**src/rtl/jpeg_pkg.sv**
```systemverilog
// Shared JPEG encoder constants, DCT sequencer state encoding and pixel helpers.
package jpeg_pkg;

  localparam int DCT_IN_W  = 8;
  localparam int DCT_OUT_W = 12;
  localparam int BLK_SIZE  = 64;
  localparam int DCT_LAT   = 21;

  typedef enum logic [1:0] {
    IDLE  = 2'd0,
    RUN   = 2'd1,
    FLUSH = 2'd2
  } dct_state_e;

  // Unsigned pixel to two's-complement sample centred on zero.
  function automatic logic [DCT_IN_W-1:0] level_shift(input logic [DCT_IN_W-1:0] pix);
    return pix ^ 8'h80;
  endfunction

endpackage

```
**src/rtl/dct_out_fifo.sv**
```systemverilog
// Synchronous coefficient FIFO with occupancy count; head word is zero while empty.
module dct_out_fifo #(
  parameter int W     = 14,
  parameter int DEPTH = 16
) (
  input  logic                     clk,
  input  logic                     reset_n,
  input  logic                     wr_en,
  input  logic [W-1:0]             wr_data,
  input  logic                     rd_en,
  output logic [W-1:0]             rd_data,
  output logic                     empty,
  output logic [$clog2(DEPTH):0]   count
);

  localparam int AW = $clog2(DEPTH);
  localparam int CW = AW + 1;

  logic [W-1:0]  mem_r [DEPTH];
  logic [AW-1:0] wr_ptr_r;
  logic [AW-1:0] rd_ptr_r;
  logic [CW-1:0] count_r;
  logic          full_s;
  logic          do_wr_s;
  logic          do_rd_s;

  assign full_s  = (count_r == CW'(DEPTH));
  assign empty   = (count_r == {CW{1'b0}});
  assign do_rd_s = rd_en & ~empty;
  assign do_wr_s = wr_en & (~full_s | do_rd_s);
  assign count   = count_r;

  // Storage array
  always_ff @(posedge clk or negedge reset_n) begin
    if (!reset_n) begin
      for (int i = 0; i < DEPTH; i++) begin
        mem_r[i] <= {W{1'b0}};
      end
    end else if (do_wr_s) begin
      mem_r[wr_ptr_r] <= wr_data;
    end
  end

  // Pointers and occupancy; simultaneous push and pop leave the count unchanged
  always_ff @(posedge clk or negedge reset_n) begin
    if (!reset_n) begin
      wr_ptr_r <= {AW{1'b0}};
      rd_ptr_r <= {AW{1'b0}};
      count_r  <= {CW{1'b0}};
    end else begin
      if (do_wr_s) wr_ptr_r <= wr_ptr_r + AW'(1);
      if (do_rd_s) rd_ptr_r <= rd_ptr_r + AW'(1);
      case ({do_wr_s, do_rd_s})
        2'b10:   count_r <= count_r + CW'(1);
        2'b01:   count_r <= count_r - CW'(1);
        default: count_r <= count_r;
      endcase
    end
  end

  // Head word, forced to zero when nothing is stored
  always_comb begin
    if (empty) begin
      rd_data = {W{1'b0}};
    end else begin
      rd_data = mem_r[rd_ptr_r];
    end
  end

endmodule

```
**src/rtl/dct_stream_ctrl.sv**
```systemverilog
// Sequencer and flow controller for the bit-serial DA DCT core with block-framed output.
// Build macro DCT_LEVEL_SHIFT_EN: pixels are level-shifted (xor 8'h80) before entering the core.
module dct_stream_ctrl
  import jpeg_pkg::*;
#(
  parameter int LAT       = DCT_LAT,
  parameter int OUT_DEPTH = 16,
  parameter int BLK       = BLK_SIZE
) (
  input  logic                 clk,
  input  logic                 reset_n,
  input  logic                 in_valid,
  output logic                 in_ready,
  input  logic [DCT_IN_W-1:0]  in_data,
  output logic                 dct_en,
  output logic [DCT_IN_W-1:0]  dct_data,
  input  logic [DCT_OUT_W-1:0] dct_out,
  output logic                 out_valid,
  input  logic                 out_ready,
  output logic [DCT_OUT_W-1:0] out_data,
  output logic                 out_sob,
  output logic                 out_eob,
  output logic                 busy,
  output logic [15:0]          blk_cnt
);

  localparam int PIX_W  = $clog2(BLK);
  localparam int FL_W   = $clog2(LAT);
  localparam int CNT_W  = $clog2(OUT_DEPTH) + 1;
  localparam int FIFO_W = DCT_OUT_W + 2;

  localparam logic [1:0] S_IDLE  = 2'(IDLE);
  localparam logic [1:0] S_RUN   = 2'(RUN);
  localparam logic [1:0] S_FLUSH = 2'(FLUSH);

  logic [1:0]          state_r;
  logic [1:0]          state_nxt_s;
  logic                live_r;
  logic [PIX_W-1:0]    pix_cnt_r;
  logic [FL_W-1:0]     flush_cnt_r;
  logic [LAT-1:0]      tag_r;
  logic                en_d_r;
  logic [PIX_W-1:0]    coef_cnt_r;
  logic [15:0]         blk_cnt_r;

  logic [CNT_W-1:0]    fifo_cnt_s;
  logic                fifo_empty_s;
  logic [CNT_W:0]      occ_s;
  logic                space_s;
  logic                accept_s;
  logic                in_ready_s;
  logic                dct_en_s;
  logic [DCT_IN_W-1:0] dct_data_s;
  logic [DCT_IN_W-1:0] pix_s;
  logic                push_s;
  logic                pop_s;
  logic [FIFO_W-1:0]   fifo_wdata_s;
  logic [FIFO_W-1:0]   fifo_rdata_s;

`ifdef DCT_LEVEL_SHIFT_EN
  assign pix_s = level_shift(in_data);
`else
  assign pix_s = in_data;
`endif

  // A push already in flight (en_d) must be counted, or the FIFO could overflow by one.
  assign occ_s   = {1'b0, fifo_cnt_s} + {{CNT_W{1'b0}}, en_d_r};
  assign space_s = (occ_s < (CNT_W + 1)'(OUT_DEPTH));

  // Handshake, core enable and next-state decode
  always_comb begin
    state_nxt_s = state_r;
    in_ready_s  = 1'b0;
    accept_s    = 1'b0;
    dct_en_s    = 1'b0;
    dct_data_s  = {DCT_IN_W{1'b0}};
    case (state_r)
      S_IDLE, S_RUN: begin
        in_ready_s = space_s & live_r;
        accept_s   = in_valid & in_ready_s;
        dct_en_s   = accept_s;
        if (live_r) begin
          dct_data_s = pix_s;
        end else begin
          dct_data_s = {DCT_IN_W{1'b0}};
        end
        if (state_r == S_IDLE) begin
          if (accept_s) begin
            state_nxt_s = S_RUN;
          end else begin
            state_nxt_s = S_IDLE;
          end
        end else if ((pix_cnt_r == {PIX_W{1'b0}}) && !in_valid) begin
          state_nxt_s = S_FLUSH;
        end else begin
          state_nxt_s = S_RUN;
        end
      end
      S_FLUSH: begin
        dct_en_s = space_s;
        if (space_s && (flush_cnt_r == FL_W'(LAT - 1))) begin
          state_nxt_s = S_IDLE;
        end else begin
          state_nxt_s = S_FLUSH;
        end
      end
      default: begin
        state_nxt_s = S_IDLE;
      end
    endcase
  end

  // State register and post-reset enable qualifier
  always_ff @(posedge clk or negedge reset_n) begin
    if (!reset_n) begin
      state_r <= S_IDLE;
      live_r  <= 1'b0;
    end else begin
      state_r <= state_nxt_s;
      live_r  <= 1'b1;
    end
  end

  // Pixel position within the input block and filler count during FLUSH
  always_ff @(posedge clk or negedge reset_n) begin
    if (!reset_n) begin
      pix_cnt_r   <= {PIX_W{1'b0}};
      flush_cnt_r <= {FL_W{1'b0}};
    end else begin
      if (accept_s) begin
        if (pix_cnt_r == PIX_W'(BLK - 1)) pix_cnt_r <= {PIX_W{1'b0}};
        else                              pix_cnt_r <= pix_cnt_r + PIX_W'(1);
      end
      if ((state_r == S_FLUSH) && dct_en_s) begin
        if (flush_cnt_r == FL_W'(LAT - 1)) flush_cnt_r <= {FL_W{1'b0}};
        else                               flush_cnt_r <= flush_cnt_r + FL_W'(1);
      end
    end
  end

  // Real/filler tag line tracking samples through the core pipeline
  always_ff @(posedge clk or negedge reset_n) begin
    if (!reset_n) begin
      tag_r  <= {LAT{1'b0}};
      en_d_r <= 1'b0;
    end else begin
      en_d_r <= dct_en_s;
      if (dct_en_s) begin
        tag_r <= {tag_r[LAT-2:0], accept_s};
      end
    end
  end

  // Core output is valid the cycle after the enable that moved a real tag to the line end.
  assign push_s       = en_d_r & tag_r[LAT-1];
  assign pop_s        = ~fifo_empty_s & out_ready;
  assign fifo_wdata_s = {(coef_cnt_r == {PIX_W{1'b0}}), (coef_cnt_r == PIX_W'(BLK - 1)), dct_out};

  // Output coefficient position and completed-block counter
  always_ff @(posedge clk or negedge reset_n) begin
    if (!reset_n) begin
      coef_cnt_r <= {PIX_W{1'b0}};
      blk_cnt_r  <= 16'd0;
    end else begin
      if (push_s) begin
        if (coef_cnt_r == PIX_W'(BLK - 1)) coef_cnt_r <= {PIX_W{1'b0}};
        else                               coef_cnt_r <= coef_cnt_r + PIX_W'(1);
      end
      if (pop_s && fifo_rdata_s[DCT_OUT_W]) begin
        blk_cnt_r <= blk_cnt_r + 16'd1;
      end
    end
  end

  dct_out_fifo #(
    .W     (FIFO_W),
    .DEPTH (OUT_DEPTH)
  ) u_fifo (
    .clk     (clk),
    .reset_n (reset_n),
    .wr_en   (push_s),
    .wr_data (fifo_wdata_s),
    .rd_en   (pop_s),
    .rd_data (fifo_rdata_s),
    .empty   (fifo_empty_s),
    .count   (fifo_cnt_s)
  );

  assign in_ready  = in_ready_s;
  assign dct_en    = dct_en_s;
  assign dct_data  = dct_data_s;
  assign out_valid = ~fifo_empty_s;
  assign out_data  = fifo_rdata_s[DCT_OUT_W-1:0];
  assign out_eob   = fifo_rdata_s[DCT_OUT_W];
  assign out_sob   = fifo_rdata_s[DCT_OUT_W+1];
  assign busy      = (state_r != S_IDLE) | ~fifo_empty_s;
  assign blk_cnt   = blk_cnt_r;

endmodule

```
**config.mk**
```make
export PLATFORM = sky130hd
export DESIGN_NAME = dct_stream_ctrl
export DESIGN_NICKNAME = d
export VERILOG_FILES = /design/src/rtl/jpeg_pkg.sv /design/src/rtl/dct_out_fifo.sv /design/src/rtl/dct_stream_ctrl.sv
export SDC_FILE = /design/constraint.sdc
export NUM_CORES = 1
export LEC_CHECK = 0
export CORE_UTILIZATION = 64
export DETAILED_ROUTE_END_ITERATION = 10
export DONT_BUFFER_PORTS = 1
export GPL_TIMING_DRIVEN = 0
export PLACE_DENSITY = 0.78
export SLEW_MARGIN = 40
export SYNTH_ARGS = -nofsm -noshare
export SYNTH_HDL_FRONTEND = slang
export SYNTH_HIERARCHICAL = 1
export SYNTH_SLANG_ARGS = --single-unit
```
**constraint.sdc**
```tcl
create_clock -name clk -period 10.36 [get_ports clk]
set_clock_uncertainty 0.2 [all_clocks]
set_input_delay 1.036 -clock clk [delete_from_list [all_inputs] [get_ports clk]]
set_output_delay 1.036 -clock clk [all_outputs]
set_load 0.05 [all_outputs]
```
==> reports/metrics.yaml, run 1 <==
outcome:
  status: "completed"
pwr:
  fraction_of_power_consumed_by_combinational_cells_pct: 26.9
  power.ir.vdd_worst_mv: 0.129
  pwr-share-seq_pct: 39.8
  net-switching-power_mw: 1.07
  power_density_nw_per_um2: 214
  p_leak_nw: 7.07
  power.share.clock_pct: 33.3
  design_power_total_mw: 3.26
  power.internal_mw: 2.19
  power.switching_fraction_pct: 32.9
clocking:
  tritoncts: "done"
  numCtsBuffers: 30
  clockRootBuffer: "sky130_fd_sc_hd__clkbuf_16"
  cts_setup_buffers: 0
  worst_setup_hold_path_clk_slew_ns: 0.06
  clock_latency_ns: 0.55
  cts_hold_buf: 1
  cts_htree_levels: 1
  cts_sinks: 295
  ctsResizeCount: 0
  clock_path_buffers: 3
sta:
  final-hold-violation-count: 0
  relSlewSlack_pct: 46.3
  rsz0062_at_grt: "false"
  setup_viol: 0
  drv_slew: 0
  finalWorstPathRequiredPeriod_ns: 5.11
  max_slew.worst_pin.slew_ns: 0.806
  clock.fmax_ghz: 0.196
  timing.final.ws_setup_ns: 5.25
  period_share_pct: 49.3
  fin_worst_hold_slack_ns: 0.217
  tns_ns: 0
setup_path:
  worst_ep_required_time_ns: 10.59
  cp_data_arrival_time_ns: 5.34
  r2r_cells: 18
  worstSetupPathType: "flop to flop"
  critical_path_source_type: "flop"
  critical_path.cell_chain: "clkbuf_2 > nor4_4 > nand2b_1 > clkbuf_1 > buf_1 > inv_1 > nor2b_1 > nor2b_1 > a21boi_1 > inv_1 > ha_1 > clkbuf_1 > xor2_1 > ha_1 > inv_1 > o21ai_0 > a21oi_1 > or3_1"
  reg2reg_slack_ns: 5.25
  cp_max_fo: 10
  crit-reg2reg-launch: "u_fifo/count[1]$_DFFE_PN0P_"
  timing.critical_path.mode_cell: "sky130_fd_sc_hd__inv_1"
  timing.critical_path.slowest_cell_delay_ns: 0.55
  worstSetupEndpointType: "flop"
  r2r_end: "u_fifo/count[4]$_DFFE_PN0P_"
  slowest_cp_cell: "sky130_fd_sc_hd__nor4_4"
synth:
  synth-seq-area-share_pct: 53.7
  synth_area_leader_cell: "sky130_fd_sc_hd__dfrtp_1"
  yosysUniqueCellTypes: 54
  dominant_cells_by_area_after_synthesis: "sky130_fd_sc_hd__dfrtp_1, sky130_fd_sc_hd__mux2_2, sky130_fd_sc_hd__mux4_2"
  synthesis.instances: 949
  mappedNetlistArea_um2: 13800
  yosys_warnings: 6
  ys_seq_elements: 295
  synth-async-reset-ratio_pct: 100
  yosys.area.top_type_share_pct: 53.7
  edff_count_synth: 0
  yosys_most_used_dff: "sky130_fd_sc_hd__dfrtp_1"
  postSynthNetCount: 989
  synthesis.area_per_instance_um2: 14.5
route:
  detail-route-antenna-nets: 0
  met3_wirelength_mm: 1.50
  route.detailed.wl_per_inst_um: 22.4
  detailroute.via_count: 7922
  detail_route.iter0.violations: 468
  dr.max_layer_used: "met4"
  detail_route.first_pass.iterations: 5
  wl_met1_mm: 12.8
  remaining_drc_errors: 0
  wirelength_mm: 28.6
  mean_number_of_vias_per_cell: 6.19
  route.met2.wl_mm: 13.7
global_routing:
  globalRouteOverflowTotal: 0
  grt_pass1_vias: 8443
  grt_pass1_wl_mm: 45.9
  grt.total_usage_pct: 27.2
  antenna_found_initial: 0
  grt_max_degree: 296
cells_and_area:
  antenna_cells: 0
  final_nets: 1024
  stdcell_area_um2: 15200
  syn_to_final_growth_pct: 10.9
  utilization_after_layout_pct: 72.5
  fillerInstances: 1329
  final_layout_size_suffix_gt1_share_pct: 42.4
  final_cell_count_no_fill: 1279
floorplanning:
  core_area_um2: 21000
  core.rowCount: 53
  dieArea_um2: 22100
  ios: 66
  die_w_um: 149
  height_of_the_die_um: 149
  initial_utilization_pct: 65.4
worst_hold_path:
  timing.hold.worst.class: "primary input to asynchronous set/reset pin"
placed_design:
  dp_cells: 1224
  dp.final_hpwl_mm: 18.6
  place_worst_setup_slack_ns: 5.44
  placement.cell_area_um2: 14100
  place.gp.congestion: 0.797
  buffer_ports.inserted: 0
flow_run:
  cap_viol_max_count: 0
## registers in the layout (all words and copies together), names as in the netlist
register	count
blk_cnt	16
coef_cnt_r	6
en_d_r	1
flush_cnt_r	5
live_r	1
pix_cnt_r	6
state_r	2
tag_r	21
u_fifo/count	5
u_fifo/mem_r	224
u_fifo/rd_ptr_r	4
u_fifo/wr_ptr_r	4
## power groups by stage
stage                     Sequential (mW)  Clock (mW)  Combinational (mW)
after floorplan                      1.30           0               0.657
after global placement               1.32           0               0.817
after detailed placement             1.32           0               0.845
after CTS                            1.30        1.11               0.877
after global routing                 1.31        1.16               0.939
final                                1.30        1.09               0.876
## Yosys cell counts, drive strengths merged, types with 5 or more instances
master  number
xnor2       20
mux4        56
o21ai       26
a31oi        7
and4         6
ha          16
nand3       19
inv         18
dfrtp      295
nor2        13
nor2b        5
clkbuf      28
nand4       13
and2        10
and3        12
nand2       20
a21oi       25
buf         37
xor2         9
mux2i       15
mux2       263
## layer usage
metal | track usage, % | vias up
met4 | 7.11 | 0
met3 | 5.25 | 47
met1 | 38.7 | 4181
met2 | 43.3 | 151
li1 | - | 3543
met5 | 0 | -
## critical path, delay by kind of cell, from the launching register on
kind	cells	cell delay, ns
xor gates and xnor gates	1	0.19
AOI/OAI and AO/OA	3	0.63
adders and majority gates	2	0.41
DFF	1	0.38
and+or+nand+nor	5	1.58
buffers and inverters	7	1.57
## worst max path at each step
stage	start	to	slack (ns)	cells after the start
3_3_place_gp	u_fifo/count[4]$_DFFE_PN0P_	u_fifo/count[4]$_DFFE_PN0P_	5.62	16
3_5_place_dp	u_fifo/count[4]$_DFFE_PN0P_	u_fifo/count[4]$_DFFE_PN0P_	5.44	16
4_1_cts	u_fifo/count[1]$_DFFE_PN0P_	u_fifo/count[4]$_DFFE_PN0P_	5.37	18
2_1_floorplan	u_fifo/count[1]$_DFFE_PN0P_	u_fifo/count[4]$_DFFE_PN0P_	6.53	18
6_report	u_fifo/count[1]$_DFFE_PN0P_	u_fifo/count[4]$_DFFE_PN0P_	5.25	18
5_1_grt	u_fifo/count[1]$_DFFE_PN0P_	u_fifo/count[4]$_DFFE_PN0P_	4.90	18
## cell usage in the layout, fill, tap and decap left out, types with 4 or more instances in the layout
cell type,n
sky130_fd_sc_hd__and2_1,10
sky130_fd_sc_hd__xnor2_1,20
sky130_fd_sc_hd__nand2_1,20
sky130_fd_sc_hd__dfrtp_1,295
sky130_fd_sc_hd__mux2_2,259
sky130_fd_sc_hd__buf_4,10
sky130_fd_sc_hd__o21ai_0,25
sky130_fd_sc_hd__clkbuf_1,32
sky130_fd_sc_hd__a31oi_1,7
sky130_fd_sc_hd__a21oi_2,16
sky130_fd_sc_hd__mux2_1,4
sky130_fd_sc_hd__clkbuf_8,10
sky130_fd_sc_hd__nand4_1,13
sky130_fd_sc_hd__and4_1,5
sky130_fd_sc_hd__mux4_2,56
sky130_fd_sc_hd__inv_1,18
sky130_fd_sc_hd__mux2i_1,15
sky130_fd_sc_hd__nor2_1,13
sky130_fd_sc_hd__ha_1,16
sky130_fd_sc_hd__nand3_1,19
sky130_fd_sc_hd__and3_1,12
sky130_fd_sc_hd__a21oi_1,9
sky130_fd_sc_hd__clkbuf_16,31
sky130_fd_sc_hd__nor2b_1,5
sky130_fd_sc_hd__buf_2,23
sky130_fd_sc_hd__xor2_1,9
## logic make-up after synthesis
| logic type | share of synthesized area [%] |
|---|---|
| flip-flops | 53.7 |
| adder cells (fa/ha/maj) | 1.46 |
| AND/OR/NAND/NOR | 5.21 |
| AO/OA/AOI/OAI | 3.04 |
| other | 0.0273 |
| buffers and inverters | 2.94 |
| multiplexers | 31.8 |
| XOR/XNOR | 1.85 |
## final cells by class
cell class | count | area (um2) | area share (%)
clock inverter | 5 | 75.1 | 0.492
clock buffer | 47 | 936 | 6.14
buffer | 65 | 335 | 2.20
sequential | 295 | 7380 | 48.4
tap | 275 | 344 | 2.26
timing repair buffer | 3 | 82.6 | 0.542
multi-input combinational | 570 | 6020 | 39.5
inverter | 19 | 71.3 | 0.468
Note: power is estimated with default switching activity, not from simulation.
==> run 2, diff against run 1 <==
- clock period: 10.36 -> 4.9 ns (I/O delays scaled with it)
==> run 2 against run 1 <==
Compared with the run above: the flow now finishes with violations (negative hold slack); register-to-register slack worse by 4.9 ns; routed wire length grew 0.91%; clock power grew 110%; total power rose by 110%; first-iteration DRC count grew 13%; critical endpoint unchanged; critical path depth fell by 1.
==> reports/metrics.yaml, run 2 (synthesis results as in run 1) <==
setup_path:
  critical_path_source_type: "flop"
  worst_ep_required_time_ns: 5.13  # -5.46 ns
  cp_max_fo: 10  # unchanged
  cp_data_arrival_time_ns: 4.82  # -0.52 ns
  worstSetupPathType: "flop to flop"
  worstSetupEndpointType: "flop"
floorplanning:
  ios: 66  # unchanged
  initial_utilization_pct: 65.4  # unchanged
  core_area_um2: 21000  # unchanged
  dieArea_um2: 22100  # unchanged
  height_of_the_die_um: 149  # unchanged
  core.rowCount: 53  # unchanged
  die_w_um: 149  # unchanged
global_routing:
  grt_pass1_wl_mm: 46.5  # +1.3%
  antenna_found_initial: 0  # unchanged
  grt_pass1_vias: 8519  # +0.90%
  globalRouteOverflowTotal: 0  # unchanged
  grt_max_degree: 296  # unchanged
  grt.total_usage_pct: 27.6  # +0.39 points
route:
  detail_route.iter0.violations: 529  # +13%
  mean_number_of_vias_per_cell: 6.18  # -0.21%
  remaining_drc_errors: 0  # unchanged
  detail-route-antenna-nets: 0  # unchanged
  detail_route.first_pass.iterations: 5  # unchanged
  route.detailed.wl_per_inst_um: 22.4  # about the same
  wirelength_mm: 28.9  # +0.91%
  detailroute.via_count: 7973  # +0.64%
sta:
  max_slew.worst_pin.slew_ns: 0.785  # -0.0210 ns
  clock.fmax_ghz: 0.218  # +11%
  finalWorstPathRequiredPeriod_ns: 4.59  # -0.514 ns
  final-hold-violation-count: 295  # +295
  period_share_pct: 93.8  # +44 points
  drv_slew: 0  # unchanged
  fin_worst_hold_slack_ns: -0.558  # -0.775 ns
  timing.final.ws_setup_ns: 0.306  # -4.95 ns
  relSlewSlack_pct: 47.7  # +1.4 points
  setup_viol: 0  # unchanged
  tns_ns: 0  # unchanged
clocking:
  cts_sinks: 295  # unchanged
  worst_setup_hold_path_clk_slew_ns: 0.06  # about the same
  clockRootBuffer: "sky130_fd_sc_hd__clkbuf_16"
  tritoncts: "done"
  clock_path_buffers: 3  # unchanged
  numCtsBuffers: 30  # unchanged
  clock_latency_ns: 0.55  # about the same
  cts_htree_levels: 1  # unchanged
  cts_hold_buf: 13  # +12
pwr:
  power.ir.vdd_worst_mv: 0.273  # +110%
  p_leak_nw: 7.09  # +0.36%
  fraction_of_power_consumed_by_combinational_cells_pct: 26.5  # -0.4 points
  power.switching_fraction_pct: 32.6  # -0.35 points
  design_power_total_mw: 6.87  # +110%
  pwr-share-seq_pct: 40.0  # +0.2 points
  net-switching-power_mw: 2.24  # +110%
  power.share.clock_pct: 33.5  # +0.2 points
  power.internal_mw: 4.63  # +110%
  power_density_nw_per_um2: 449  # +110%
placed_design:
  buffer_ports.inserted: 0  # unchanged
  place_worst_setup_slack_ns: -0.0167  # -5.46 ns
  placement.cell_area_um2: 14100  # unchanged
  dp_cells: 1224  # unchanged
  place.gp.congestion: 0.797  # unchanged
  dp.final_hpwl_mm: 18.6  # unchanged
cells_and_area:
  registers.top_by_ff_count: "u_fifo/mem_r"
  highest_count_cells_in_the_layout_ignoring_fill_and_taps: "sky130_fd_sc_hd__dfrtp_1, sky130_fd_sc_hd__mux2_2, sky130_fd_sc_hd__mux4_2"
  final_nets: 1035  # +1.1%
  final_layout_size_suffix_gt1_share_pct: 42.3  # -0.16 points
  utilization_after_layout_pct: 72.8  # +0.32 points
  syn_to_final_growth_pct: 11.3
  largest_reg_flops: 224  # unchanged
  stdcell_area_um2: 15300  # +0.43%
  final_cell_count_no_fill: 1290  # +0.86%
  most_common_cell_after_layout_fill_and_taps_aside: "sky130_fd_sc_hd__dfrtp_1"
  antenna_cells: 0  # unchanged
flow_run:
  cap_viol_max_count: 0  # unchanged
outcome:
  status: "finished with violations"
  violations_in_the_final_reports: "negative hold slack"
worst_hold_path:
  timing.hold.worst.class: "primary input to asynchronous set/reset pin"
-- run 2: cell count changes in the layout (fill, tap and decap cells not counted) --
cell	previous run	this run
sky130_fd_sc_hd__a21boi_1	1	0
sky130_fd_sc_hd__a21boi_2	1	2
sky130_fd_sc_hd__buf_1	1	0
sky130_fd_sc_hd__buf_16	3	0
sky130_fd_sc_hd__buf_4	10	11
sky130_fd_sc_hd__clkbuf_2	2	3
sky130_fd_sc_hd__dfrtp_1	295	294
sky130_fd_sc_hd__dfrtp_2	0	1
sky130_fd_sc_hd__dlygate4sd3_1	0	13
sky130_fd_sc_hd__nor2b_1	5	3
sky130_fd_sc_hd__nor2b_2	0	2
-- run 2: routing by layer --
layer	GRT usage (%)	wire, um
met4	8.30	663
met1	39.4	12900
met5	0	0
met2	43.7	13900
met3	4.91	1400
-- run 2: what timing repair did --
action | CTS | global route
pin swaps | 0 | 1
endpoints found under the setup margin | 1 | 2
buffers inserted | 0 | 1
resized for setup | 2 | 3
hold endpoints to repair | 369 | 295
-- run 2: power groups by stage --
stage               Clock (mW)  Sequential, mW  Combinational [mW]
floorplan                    0            2.75                1.39
global placement             0            2.78                1.73
detailed placement           0            2.79                1.79
CTS                       2.35            2.75                1.82
global route              2.45            2.77                1.95
finish                    2.30            2.75                1.82
-- run 2: worst max-delay path, stage by stage (launching register included) --
cell,delay [ns]
sky130_fd_sc_hd__dfrtp_1,0.48
sky130_fd_sc_hd__nor4_4,0.53
sky130_fd_sc_hd__nand2b_1,0.10
sky130_fd_sc_hd__clkbuf_1,0.22
sky130_fd_sc_hd__clkbuf_2,0.26
sky130_fd_sc_hd__inv_1,0.22
sky130_fd_sc_hd__nor2b_2,0.11
sky130_fd_sc_hd__nor2b_2,0.30
sky130_fd_sc_hd__a21boi_2,0.17
sky130_fd_sc_hd__inv_1,0.15
sky130_fd_sc_hd__ha_1,0.20
sky130_fd_sc_hd__clkbuf_1,0.37
sky130_fd_sc_hd__xor2_1,0.19
sky130_fd_sc_hd__ha_1,0.20
sky130_fd_sc_hd__inv_1,0.05
sky130_fd_sc_hd__o21ai_0,0.21
sky130_fd_sc_hd__a21oi_1,0.11
sky130_fd_sc_hd__or3_1,0.37
-- run 2: path summary, 6_finish.rpt --
| kind | startpoint | to | slack, ns | cells past startpoint |
|---|---|---|---|---|
| setup / recovery | u_fifo/count[2]$_DFFE_PN0P_ | u_fifo/count[4]$_DFFE_PN0P_ | 0.31 | 17 |
| hold / removal | reset_n | u_fifo/mem_r[17]$_DFFE_PN0P_ | -0.56 | 0 |
| setup reg to reg | u_fifo/count[2]$_DFFE_PN0P_ | u_fifo/count[4]$_DFFE_PN0P_ | 0.31 | 17 |
| hold reg to reg | coef_cnt_r[4]$_DFFE_PN0P_ | coef_cnt_r[4]$_DFFE_PN0P_ | 0.30 | 1 |
| max in group asynchronous | reset_n | u_fifo/count[4]$_DFFE_PN0P_ | 4.52 | 0 |
| min in group clk | out_ready | u_fifo/rd_ptr_r[2]$_DFFE_PN0P_ | 0.11 | 3 |
-- run 2: cell type report --
cell class	instances	area, um2
sequential	295	7380
fill	1331	5710
timing repair buffer	14	138
inverter	19	71.3
clock buffer	47	936
clock inverter	5	75.1
tap	275	344
buffer	65	337
multi-input combinational	570	6030
==> run 3, diff against run 2 <==
- clock period: 4.9 -> 5.6 ns (I/O delays scaled with it)
==> run 3 against run 2 <==
Compared with the run above: first-iteration DRC count grew 8.1%; flip-flop and latch count stayed put; critical path depth up 1; the run still ends with negative hold slack left; total power decreased by 13%; hold slack better by 0.072 ns; count of clock-buffer cells in the layout unchanged; non-clock buffer count down 1; clock power is 13% lower; final area decreased by 0.12%; critical endpoint unchanged; largest power group unchanged; final cell count about the same.
==> reports/metrics.yaml, run 3 (synthesis results as in run 1) <==
outcome:
  status: "finished with violations"
  violations_in_the_final_reports: "negative hold slack"
clocking:
  clockRootBuffer: "sky130_fd_sc_hd__clkbuf_16"
  cts_sinks: 295  # unchanged
  numCtsBuffers: 30  # unchanged
  worst_setup_hold_path_clk_slew_ns: 0.06  # about the same
  tritoncts: "done"
  cts_htree_levels: 1  # unchanged
  clock_latency_ns: 0.55  # about the same
  clock_path_buffers: 3  # unchanged
  cts_hold_buf: 13  # unchanged
setup_path:
  worst_ep_required_time_ns: 5.83  # +0.70 ns
  worstSetupEndpointType: "flop"
  critical_path_source_type: "flop"
  cp_max_fo: 10  # unchanged
  worstSetupPathType: "flop to flop"
  cp_data_arrival_time_ns: 5.36  # +0.54 ns
pwr:
  power.switching_fraction_pct: 32.6  # about the same
  p_leak_nw: 7.08  # -0.13%
  power.share.clock_pct: 33.5  # about the same
  design_power_total_mw: 6.01  # -13%
  pwr-share-seq_pct: 40.0  # about the same
  power_density_nw_per_um2: 393  # -12%
  power.ir.vdd_worst_mv: 0.239  # -12%
  net-switching-power_mw: 1.96  # -12%
  power.internal_mw: 4.05  # -13%
  fraction_of_power_consumed_by_combinational_cells_pct: 26.5  # about the same
cells_and_area:
  register_area_um2: 7380  # about the same
  syn_to_final_growth_pct: 11.2
  most_common_cell_after_layout_fill_and_taps_aside: "sky130_fd_sc_hd__dfrtp_1"
  antenna_cells: 0  # unchanged
  highest_count_cells_in_the_layout_ignoring_fill_and_taps: "sky130_fd_sc_hd__dfrtp_1, sky130_fd_sc_hd__mux2_2, sky130_fd_sc_hd__mux4_2"
  largest_reg_flops: 224  # unchanged
  stdcell_area_um2: 15300  # -0.12%
  final_layout_size_suffix_gt1_share_pct: 41.7  # -0.55 points
  footprint_of_the_multi_input_gates_um2: 6020  # -0.15%
  fillerInstances: 1338  # +0.53%
  final_nets: 1034  # -0.097%
  registers.top_by_ff_count: "u_fifo/mem_r"
route:
  detail-route-antenna-nets: 0  # unchanged
  detailroute.via_count: 8047  # +0.93%
  wirelength_mm: 29.0  # +0.45%
  mean_number_of_vias_per_cell: 6.24  # +1.0%
  route.detailed.wl_per_inst_um: 22.5  # +0.53%
  detail_route.iter0.violations: 572  # +8.1%
  detail_route.first_pass.iterations: 5  # unchanged
  remaining_drc_errors: 0  # unchanged
sta:
  finalWorstPathRequiredPeriod_ns: 5.14  # +0.542 ns
  final-hold-violation-count: 295  # unchanged
  setup_viol: 0  # unchanged
  fin_worst_hold_slack_ns: -0.486  # +0.0723 ns
  drv_slew: 0  # unchanged
  rsz0062_at_grt: "false"
  tns_ns: 0  # unchanged
  timing.final.ws_setup_ns: 0.464  # +0.158 ns
  max_slew.worst_pin.slew_ns: 0.805  # +0.0207 ns
  period_share_pct: 91.7  # -2.0 points
  clock.fmax_ghz: 0.195  # -11%
  relSlewSlack_pct: 46.3  # -1.4 points
global_routing:
  grt_max_degree: 296  # unchanged
  grt.total_usage_pct: 27.6  # about the same
  globalRouteOverflowTotal: 0  # unchanged
  antenna_found_initial: 0  # unchanged
  grt_pass1_wl_mm: 46.5  # about the same
  grt_pass1_vias: 8525  # +0.070%
placed_design:
  dp.final_hpwl_mm: 18.6  # unchanged
  placement.cell_area_um2: 14100  # unchanged
  buffer_ports.inserted: 0  # unchanged
  place.gp.congestion: 0.797  # unchanged
  place_worst_setup_slack_ns: 0.683  # +0.700 ns
worst_hold_path:
  timing.hold.worst.class: "primary input to asynchronous set/reset pin"
floorplanning:
  initial_utilization_pct: 65.4  # unchanged
  ios: 66  # unchanged
  core_area_um2: 21000  # unchanged
  dieArea_um2: 22100  # unchanged
  die_w_um: 149  # unchanged
  core.rowCount: 53  # unchanged
  height_of_the_die_um: 149  # unchanged
flow_run:
  cap_viol_max_count: 0  # unchanged
==> run 3: timing repair <==
action | in CTS | in global routing
setup buffers | 0 | 0
gates resized for setup | 0 | 0
hold endpoints to repair | 368 | 295
==> run 3: stage by stage <==
stage               cells  utilization (%)
floorplan             949                -
global placement     1224             67.1
detailed placement   1224             67.3
CTS                  1289             72.7
global route         1289             72.7
finish               1289             72.7
==> run 3: path summary, 6_finish.rpt <==
kind,slack [ns],depth (start not counted),startpoint,end
max,0.46,18,u_fifo/count[1]$_DFFE_PN0P_,u_fifo/count[4]$_DFFE_PN0P_
min,-0.49,0,reset_n,u_fifo/mem_r[17]$_DFFE_PN0P_
max reg2reg,0.46,18,u_fifo/count[1]$_DFFE_PN0P_,u_fifo/count[4]$_DFFE_PN0P_
min reg2reg,0.30,1,coef_cnt_r[4]$_DFFE_PN0P_,coef_cnt_r[4]$_DFFE_PN0P_
max in group asynchronous,5.13,0,reset_n,pix_cnt_r[1]$_DFFE_PN0P_
min in group clk,0.07,2,in_valid,state_r[0]$_DFF_PN0_
==> run 3: final cells by class <==
type                            instances  area share, %
Inverter                               19          0.466
Timing Repair Buffer                   13          0.851
Sequential cell                       295           48.3
Tap cell                              275           2.25
Clock inverter                          5          0.491
Buffer                                 65           2.19
Multi-Input combinational cell        570           39.4
Clock buffer                           47           6.12
==> run 3: power groups by stage <==
stage	Combinational [mW]	Clock [mW]	Sequential [mW]
after CTS	1.59	2.06	2.40
final	1.59	2.01	2.40
after global placement	1.51	0	2.43
after floorplan	1.21	0	2.41
after detailed placement	1.56	0	2.44
after global routing	1.70	2.14	2.42
==> run 3: critical path, stage by stage, from the launching register on <==
cell and delay (ns):
sky130_fd_sc_hd__dfrtp_1 0.38, sky130_fd_sc_hd__clkbuf_2 0.18, sky130_fd_sc_hd__nor4_4 0.56, sky130_fd_sc_hd__nand2b_1 0.11
sky130_fd_sc_hd__clkbuf_1 0.23, sky130_fd_sc_hd__buf_1 0.31, sky130_fd_sc_hd__inv_1 0.25, sky130_fd_sc_hd__nor2b_1 0.13
sky130_fd_sc_hd__nor2b_1 0.42, sky130_fd_sc_hd__a21boi_1 0.30, sky130_fd_sc_hd__inv_1 0.22, sky130_fd_sc_hd__ha_1 0.21
sky130_fd_sc_hd__clkbuf_1 0.37, sky130_fd_sc_hd__xor2_1 0.19, sky130_fd_sc_hd__ha_1 0.20, sky130_fd_sc_hd__inv_1 0.05
sky130_fd_sc_hd__o21ai_0 0.23, sky130_fd_sc_hd__a21oi_1 0.11, sky130_fd_sc_hd__or3_1 0.37
==> run 3: layer usage <==
layer	up-vias	share of wire, %	GRT usage [%]	wire length [um]
met5	-	0	0	0
met1	4276	45	39.3	12900
met3	45	4.8	4.91	1410
met4	0	2.6	8.30	749
met2	161	48	43.7	13900
li1	3565	-	-	-
